**config.mk**
```make
export PLATFORM = sky130hd
export DESIGN_NAME = fetch_queue_flat
export DESIGN_NICKNAME = d
export VERILOG_FILES = /design/src/rtl/fetch_pkg.sv /design/src/rtl/fetch_queue_if.sv /design/src/rtl/fq_fifo.sv /design/src/rtl/fetch_queue.sv /design/src/flat_wrapper.sv
export SDC_FILE = /design/constraint.sdc
export NUM_CORES = 1
export LEC_CHECK = 0
export ABC_AREA = 1
export ABC_CLOCK_PERIOD_IN_PS = 7900
export CAP_MARGIN = 20
export CORE_ASPECT_RATIO = 0.6
export CORE_UTILIZATION = 30
export DETAILED_ROUTE_END_ITERATION = 10
export SLEW_MARGIN = 0
export SYNTH_ARGS = -nofsm -noshare
export SYNTH_HDL_FRONTEND = slang
export SYNTH_HIERARCHICAL = 1
export SYNTH_SLANG_ARGS = --single-unit
```
**constraint.sdc**
```tcl
create_clock -name clk -period 7.9 [get_ports clk]
set_input_delay 1.58 -clock clk [delete_from_list [all_inputs] [get_ports clk]]
set_output_delay 1.58 -clock clk [all_outputs]
set_load 0.01 [all_outputs]
```
**src/rtl/fetch_pkg.sv**
```systemverilog
// rtl/fetch_pkg.sv - shared types and defaults for the instruction fetch queue
package fetch_pkg;

  localparam int              FQ_ADDR_W   = 16;
  localparam int              FQ_WORD_W   = 16;
  localparam int              FQ_DEPTH    = 4;
  localparam int              FQ_LEN_BIT  = 15;
  localparam logic [15:0]     FQ_RESET_PC = 16'h0000;

  typedef enum logic [0:0] {
    FETCH = 1'b0,
    DRAIN = 1'b1
  } fq_state_e;

  typedef struct packed {
    logic [FQ_ADDR_W-1:0] pc;
    logic [FQ_WORD_W-1:0] ir;
    logic [FQ_WORD_W-1:0] k16;
    logic                 len2;
  } fq_entry_t;

  // Flattened entry width for non-default address/word widths.
  function automatic int fq_entry_w(input int aw, input int ww);
    return aw + 2 * ww + 1;
  endfunction

endpackage

```
**src/rtl/fetch_queue_if.sv**
```systemverilog
// rtl/fetch_queue_if.sv - memory, redirect and decoder signals of the fetch queue
interface fetch_queue_if #(
  parameter int ADDR_W = 16,
  parameter int WORD_W = 16
);

  logic              mem_req;
  logic [ADDR_W-1:0] mem_addr;
  logic              mem_ack;
  logic [WORD_W-1:0] mem_opc;
  logic [WORD_W-1:0] mem_arg;
  logic              redirect_w;
  logic [ADDR_W-1:0] redirect_pc;
  logic              dec_valid;
  logic              dec_ready;
  logic [ADDR_W-1:0] dec_pc;
  logic [WORD_W-1:0] dec_ir;
  logic [WORD_W-1:0] dec_k16;
  logic              dec_len2;

  modport master (
    output mem_req, mem_addr, dec_valid, dec_pc, dec_ir, dec_k16, dec_len2,
    input  mem_ack, mem_opc, mem_arg, redirect_w, redirect_pc, dec_ready
  );

  modport slave (
    input  mem_req, mem_addr, dec_valid, dec_pc, dec_ir, dec_k16, dec_len2,
    output mem_ack, mem_opc, mem_arg, redirect_w, redirect_pc, dec_ready
  );

endinterface

```
**src/rtl/fq_fifo.sv**
```systemverilog
// rtl/fq_fifo.sv - synchronous entry FIFO with flush and combinational head
module fq_fifo #(
  parameter  int DEPTH = 4,
  parameter  int W     = 49,
  localparam int PW    = $clog2(DEPTH),
  localparam int CW    = PW + 1
) (
  input  logic          clk,
  input  logic          rst,
  input  logic          push,
  input  logic          pop,
  input  logic          flush,
  input  logic [W-1:0]  din,
  output logic [W-1:0]  head,
  output logic [CW-1:0] count
);

  logic [W-1:0]  mem [DEPTH];
  logic [PW-1:0] rd_ptr;
  logic [PW-1:0] wr_ptr;
  logic          full;
  logic          empty;
  logic          do_push;
  logic          do_pop;

  assign full    = (count == CW'(DEPTH));
  assign empty   = (count == '0);
  assign do_push = push & (~full | pop);
  assign do_pop  = pop & ~empty;
  assign head    = mem[rd_ptr];

  always_ff @(posedge clk) begin
    if (rst || flush) begin
      rd_ptr <= '0;
      wr_ptr <= '0;
      count  <= '0;
    end else begin
      if (do_push) wr_ptr <= wr_ptr + PW'(1);
      if (do_pop)  rd_ptr <= rd_ptr + PW'(1);
      count <= count + CW'(do_push) - CW'(do_pop);
    end
  end

  // Storage carries no reset; validity is tracked by count alone.
  always_ff @(posedge clk) begin
    if (do_push && !flush) mem[wr_ptr] <= din;
  end

endmodule

```
**src/rtl/fetch_queue.sv**
```systemverilog
// rtl/fetch_queue.sv - instruction fetch FSM, fetch PC and length predecode
module fetch_queue
  import fetch_pkg::*;
#(
  parameter int                ADDR_W   = FQ_ADDR_W,
  parameter int                WORD_W   = FQ_WORD_W,
  parameter int                DEPTH    = FQ_DEPTH,
  parameter logic [ADDR_W-1:0] RESET_PC = ADDR_W'(FQ_RESET_PC),
  parameter int                LEN_BIT  = FQ_LEN_BIT
) (
  input  logic          clk,
  input  logic          rst,
  fetch_queue_if.master bus
);

  localparam int         EW       = fq_entry_w(ADDR_W, WORD_W);
  localparam int         CW       = $clog2(DEPTH) + 1;
  localparam logic [0:0] ST_FETCH = FETCH;
  localparam logic [0:0] ST_DRAIN = DRAIN;

  logic [0:0]        state_q;
  logic [ADDR_W-1:0] fpc;
  logic [ADDR_W-1:0] drain_addr;
  logic [CW-1:0]     count;
  logic [EW-1:0]     push_entry;
  logic [EW-1:0]     head_entry;
  logic [ADDR_W-1:0] fpc_step;
  logic              in_fetch;
  logic              xfer;
  logic              push;
  logic              pop;
  logic              len2_in;
  logic              unused_pc_lsb;

  assign unused_pc_lsb = bus.redirect_pc[0];

  assign in_fetch     = (state_q == ST_FETCH);
  assign bus.mem_req  = in_fetch ? (count < CW'(DEPTH)) : 1'b1;
  assign bus.mem_addr = in_fetch ? fpc : drain_addr;
  assign xfer         = bus.mem_req & bus.mem_ack;

  // A redirect wins over both ends of the queue: nothing from the old stream survives.
  assign push          = in_fetch & xfer & ~bus.redirect_w;
  assign bus.dec_valid = in_fetch & (count != '0);
  assign pop           = bus.dec_valid & bus.dec_ready & ~bus.redirect_w;

  assign len2_in    = bus.mem_opc[LEN_BIT];
  assign fpc_step   = len2_in ? ADDR_W'(4) : ADDR_W'(2);
  assign push_entry = {fpc, bus.mem_opc, bus.mem_arg, len2_in};

  assign {bus.dec_pc, bus.dec_ir, bus.dec_k16, bus.dec_len2} = head_entry;

  fq_fifo #(
    .DEPTH (DEPTH),
    .W     (EW)
  ) u_fifo (
    .clk   (clk),
    .rst   (rst),
    .push  (push),
    .pop   (pop),
    .flush (bus.redirect_w),
    .din   (push_entry),
    .head  (head_entry),
    .count (count)
  );

  always_ff @(posedge clk) begin
    if (rst) begin
      state_q    <= ST_FETCH;
      fpc        <= {RESET_PC[ADDR_W-1:1], 1'b0};
      drain_addr <= '0;
    end else begin
      if (bus.redirect_w) begin
        fpc <= {bus.redirect_pc[ADDR_W-1:1], 1'b0};
      end else if (push) begin
        fpc <= fpc + fpc_step;
      end

      // The abandoned request must still be completed at its original address.
      case (state_q)
        ST_FETCH: begin
          if (bus.redirect_w && bus.mem_req && !bus.mem_ack) begin
            state_q    <= ST_DRAIN;
            drain_addr <= fpc;
          end
        end
        default: begin
          if (bus.mem_ack) state_q <= ST_FETCH;
        end
      endcase
    end
  end

endmodule

```
**src/flat_wrapper.sv**
```systemverilog
// flat-port wrapper written by rule: the top's interface ports become plain ports
module fetch_queue_flat import fetch_pkg::*;
#(
  parameter int                ADDR_W   = FQ_ADDR_W,
  parameter int                WORD_W   = FQ_WORD_W,
  parameter int                DEPTH    = FQ_DEPTH,
  parameter logic [ADDR_W-1:0] RESET_PC = ADDR_W'(FQ_RESET_PC),
  parameter int                LEN_BIT  = FQ_LEN_BIT
)
  (clk, rst, bus_mem_req, bus_mem_addr, bus_dec_valid, bus_dec_pc, bus_dec_ir, bus_dec_k16, bus_dec_len2, bus_mem_ack, bus_mem_opc, bus_mem_arg, bus_redirect_w, bus_redirect_pc, bus_dec_ready);
  fetch_queue_if #(.ADDR_W(ADDR_W), .WORD_W(WORD_W)) bus_i ();
  input  logic clk;
  input  logic rst;
  output wire logic [$bits(bus_i.mem_req)-1:0] bus_mem_req;
  output wire logic [$bits(bus_i.mem_addr)-1:0] bus_mem_addr;
  output wire logic [$bits(bus_i.dec_valid)-1:0] bus_dec_valid;
  output wire logic [$bits(bus_i.dec_pc)-1:0] bus_dec_pc;
  output wire logic [$bits(bus_i.dec_ir)-1:0] bus_dec_ir;
  output wire logic [$bits(bus_i.dec_k16)-1:0] bus_dec_k16;
  output wire logic [$bits(bus_i.dec_len2)-1:0] bus_dec_len2;
  input wire logic [$bits(bus_i.mem_ack)-1:0] bus_mem_ack;
  input wire logic [$bits(bus_i.mem_opc)-1:0] bus_mem_opc;
  input wire logic [$bits(bus_i.mem_arg)-1:0] bus_mem_arg;
  input wire logic [$bits(bus_i.redirect_w)-1:0] bus_redirect_w;
  input wire logic [$bits(bus_i.redirect_pc)-1:0] bus_redirect_pc;
  input wire logic [$bits(bus_i.dec_ready)-1:0] bus_dec_ready;
  assign bus_mem_req = bus_i.mem_req;
  assign bus_mem_addr = bus_i.mem_addr;
  assign bus_dec_valid = bus_i.dec_valid;
  assign bus_dec_pc = bus_i.dec_pc;
  assign bus_dec_ir = bus_i.dec_ir;
  assign bus_dec_k16 = bus_i.dec_k16;
  assign bus_dec_len2 = bus_i.dec_len2;
  assign bus_i.mem_ack = bus_mem_ack;
  assign bus_i.mem_opc = bus_mem_opc;
  assign bus_i.mem_arg = bus_mem_arg;
  assign bus_i.redirect_w = bus_redirect_w;
  assign bus_i.redirect_pc = bus_redirect_pc;
  assign bus_i.dec_ready = bus_dec_ready;
  fetch_queue #(.ADDR_W(ADDR_W), .WORD_W(WORD_W), .DEPTH(DEPTH), .RESET_PC(RESET_PC), .LEN_BIT(LEN_BIT)) u_core (.clk(clk), .rst(rst), .bus(bus_i));
endmodule
```
==> results.md <==
- First-pass GRT wire length: 35700 um
- Status: completed
- Routed vias: approximately 6.5k
- Num CTS Buffers: 24
- Setup violators final: 0
- Synth top area cells: edfxtp_1 (62%), dfxtp_1 (8.4%), o21ai_0 (6.7%), nor2_1 (5.1%), o22ai_1 (3.2%)
- RSZ-0062 raised after global routing: false
- Slew Viols, Final: 0
- Post-Syn Area: 0.00950 mm2
- Setup TNS: 0 ns
- Multi-input gate area: 0.00239 mm2
- Switching pwr: 0.567 mW
- Pleak: 4.05 nW
- Busiest grt layer: met1
- Maximum vdd ir drop: 0.116 mV
- Inserted Diodes: 0
- Global placement routability congestion: 0.818
- Initial Utilization: 30.5%
- CTS resizes: 0
- Tightest Pin Transition: 0.977 ns
- Power share of the clock group: 43.2%
- Seq/Total Area, Yosys: between 70 and 80%
- FP Rows: 50
- CP Data Arrival Time: 3.22 ns
- All-Layer GR Usage: 14.1%
- First-pass detailed-route iteration total: 6
- Vias per cell: roughly 4.7
- Die X-Extent: around 230 um
- Starting DRT DRC Count: 416
- Critical Path End Type: primary output
- Share of the synthesized area in the top cell type: 62.0%
- Root buf cell: clkbuf_16
- Fin nets: 991
- Fin crit period: 4.80 ns
- CTS Hold Bufs: 0
- Share of post-route cells with drive strength above 1: 7.08%
- Antenna-violating nets left: 0
- Clk pin slew, worst setup/hold paths: 0.06 ns
- GR met1 Demand/Resource: 20.7%
- Setup repair bufs after CTS: 0
- Synth Warn #: 6
- Core area: between 0.03 and 0.04 mm2
- CP Max Fanout: 98
- Die height: between 100 and 150 um
- I/O Buffers: about 120
- Sw Share: 21.1%
- TritonCTS clock tree: done
- Overflow after GRT: 0
- Post-synth ARST share: 0%
- Fillcell total: between 3k and 4k
- Synth Instances: 815
- Register area: 0.00669 mm2
- H-tree Lvls: 1
- DRC: 0
- Area Overhead vs Synth: 25.1%
- Pwr Total: roughly 2.7 mW
- Deepest clock path buffer count: 3
- Register bit total from synthesis: roughly 240
- Global routing usage on met2: 20.7%
- Hold violation count in the final report: 0
- Post-synth EDFFs: 196
- Slew headroom: approximately a third
- Largest net degree at the start of global routing: 99
- Vias in the first global route: ~6k
- Yosys top cell by area: edfxtp_1
- P_int: 2.13 mW
- Unique masters post-synth: 31
- CP Launch Type: flip-flop
- Final WL: 22900 um
- M3 GR Usage: 4.06%
- PD cells: 227 mW/mm2
- Gate power share: 5.2%
- Maximum clock frequency: approximately 0.21 GHz
- Ports: 120
- Post-DR wirelength/cell: approximately 17 um
- Max-capacitance violation count: 0
- Sequential share of power: slightly above 50%
- Primary FF master, synth: edfxtp_1
- Layout Skew: 0.0137 ns
- Kind of critical path: flip-flop to primary output
- CTS Sinks: 236
- HPWL after detailed placement: 13700 um
- Period utilisation layout: 60.8%
- Die ar.: about 0.032 mm2
- Mean post-synth cell area: 11.7 um2
- Worst skew pair latency: 0.54 ns
- CP required: between 6 and 7 ns
- Initial antenna violation count: 1
- HP Class: flip-flop to flip-flop
==> per-stage QoR <==
stage / setup slack (ns) / std cells / util (%) / hold WS, ns / cell area, um2
global route: 2.85 / 1362 / 38.1 / 0.522 / 11900
floorplan: 2.87 / 819 / - / 0.455 / 9520
CTS: 3.03 / 1361 / 38.1 / 0.486 / 11900
finish: 3.10 / 1362 / 38.1 / 0.480 / 11900
global placement: 2.75 / 1317 / 35.4 / 0.466 / 11000
detailed placement: 2.67 / 1317 / 35.4 / 0.472 / 11000
==> synth_stat cells, types with 8 or more instances <==
master / instances
buf_6: 8
nand2_1: 78
nor2_1: 130
o22ai_1: 49
a21oi_1: 26
o21ai_1: 12
clkbuf_1: 14
nand3_1: 24
inv_1: 46
ha_1: 8
edfxtp_1: 196
buf_2: 13
dfxtp_1: 40
o21ai_0: 127
==> cells by family after synthesis <==
kind of cell             Yosys count  synth area share (%)
buffers and inverters             97                  4.90
AO/OA/AOI/OAI                    221                  12.4
other                              1                0.0395
AND/OR/NAND/NOR                  246                  10.4
flip-flops                       236                  70.4
adder cells (fa/ha/maj)           10                  1.48
XOR/XNOR                           4                 0.369
==> layout make-up <==
| class | count | share of cell area [%] |
|---|---|---|
| sequential | 236 | 56.3 |
| multi-input combinational | 486 | 20.1 |
| timing repair buffer | 126 | 10.6 |
| clock buffer | 33 | 5.59 |
| tap | 416 | 4.38 |
| inverter | 54 | 1.75 |
| clock inverter | 11 | 1.24 |
==> placed cells by master (no fill, tap or decap), types with 12 or more instances in the layout <==
cell,n
inv_1,46
o21ai_1,12
o22ai_1,49
edfxtp_1,196
nand2_1,78
nor2_1,126
clkdlybuf4s50_1,117
clkbuf_16,24
dfxtp_1,38
o21ai_0,127
nand3_1,24
a21oi_1,26
==> flip-flops by register name, indices dropped and copies added, names as in the netlist, named ones only <==
register	count
u_core/drain_addr	15
u_core/u_fifo/rd_ptr	2
u_core/u_fifo/mem	196
u_core/fpc	15
u_core/u_fifo/count	3
u_core/state_q	1
u_core/u_fifo/wr_ptr	2
==> critical path, cell delays in order (launching register included) <==
cell	delay (ns)
dfxtp_4	0.51
buf_4	0.39
inv_6	0.60
o21ai_0	0.16
o22ai_1	0.36
clkdlybuf4s50_1	0.61
==> path summary, 6_finish.rpt <==
kind                                           start                        to  slack, ns  depth (start not counted)
worst max-delay path                       flip-flop             bus_dec_pc[6]       3.10                          5
worst min register to register  u_core/drain_addr[1]      u_core/drain_addr[1]       0.48                          2
worst max register to register        u_core/state_q  u_core/u_fifo/mem[1][29]       4.44                          6
worst min-delay path            u_core/drain_addr[1]      u_core/drain_addr[1]       0.48                          2
==> power groups by stage <==
stage / Clock (mW) / Sequential (mW) / Combinational [mW]
global placement: 0 / 1.41 / 0.138
detailed placement: 0 / 1.42 / 0.140
CTS: 1.20 / 1.39 / 0.141
global route: 1.25 / 1.39 / 0.154
floorplan: 0 / 1.41 / 0.0615
finish: 1.16 / 1.39 / 0.140
==> layer usage <==
layer,vias to the layer above,wire length (um)
met2,157,9860
met4,0,253
met3,17,1500
met5,-,0
met1,3157,11300
li1,3122,-
Power figures use the tool's default switching activity.
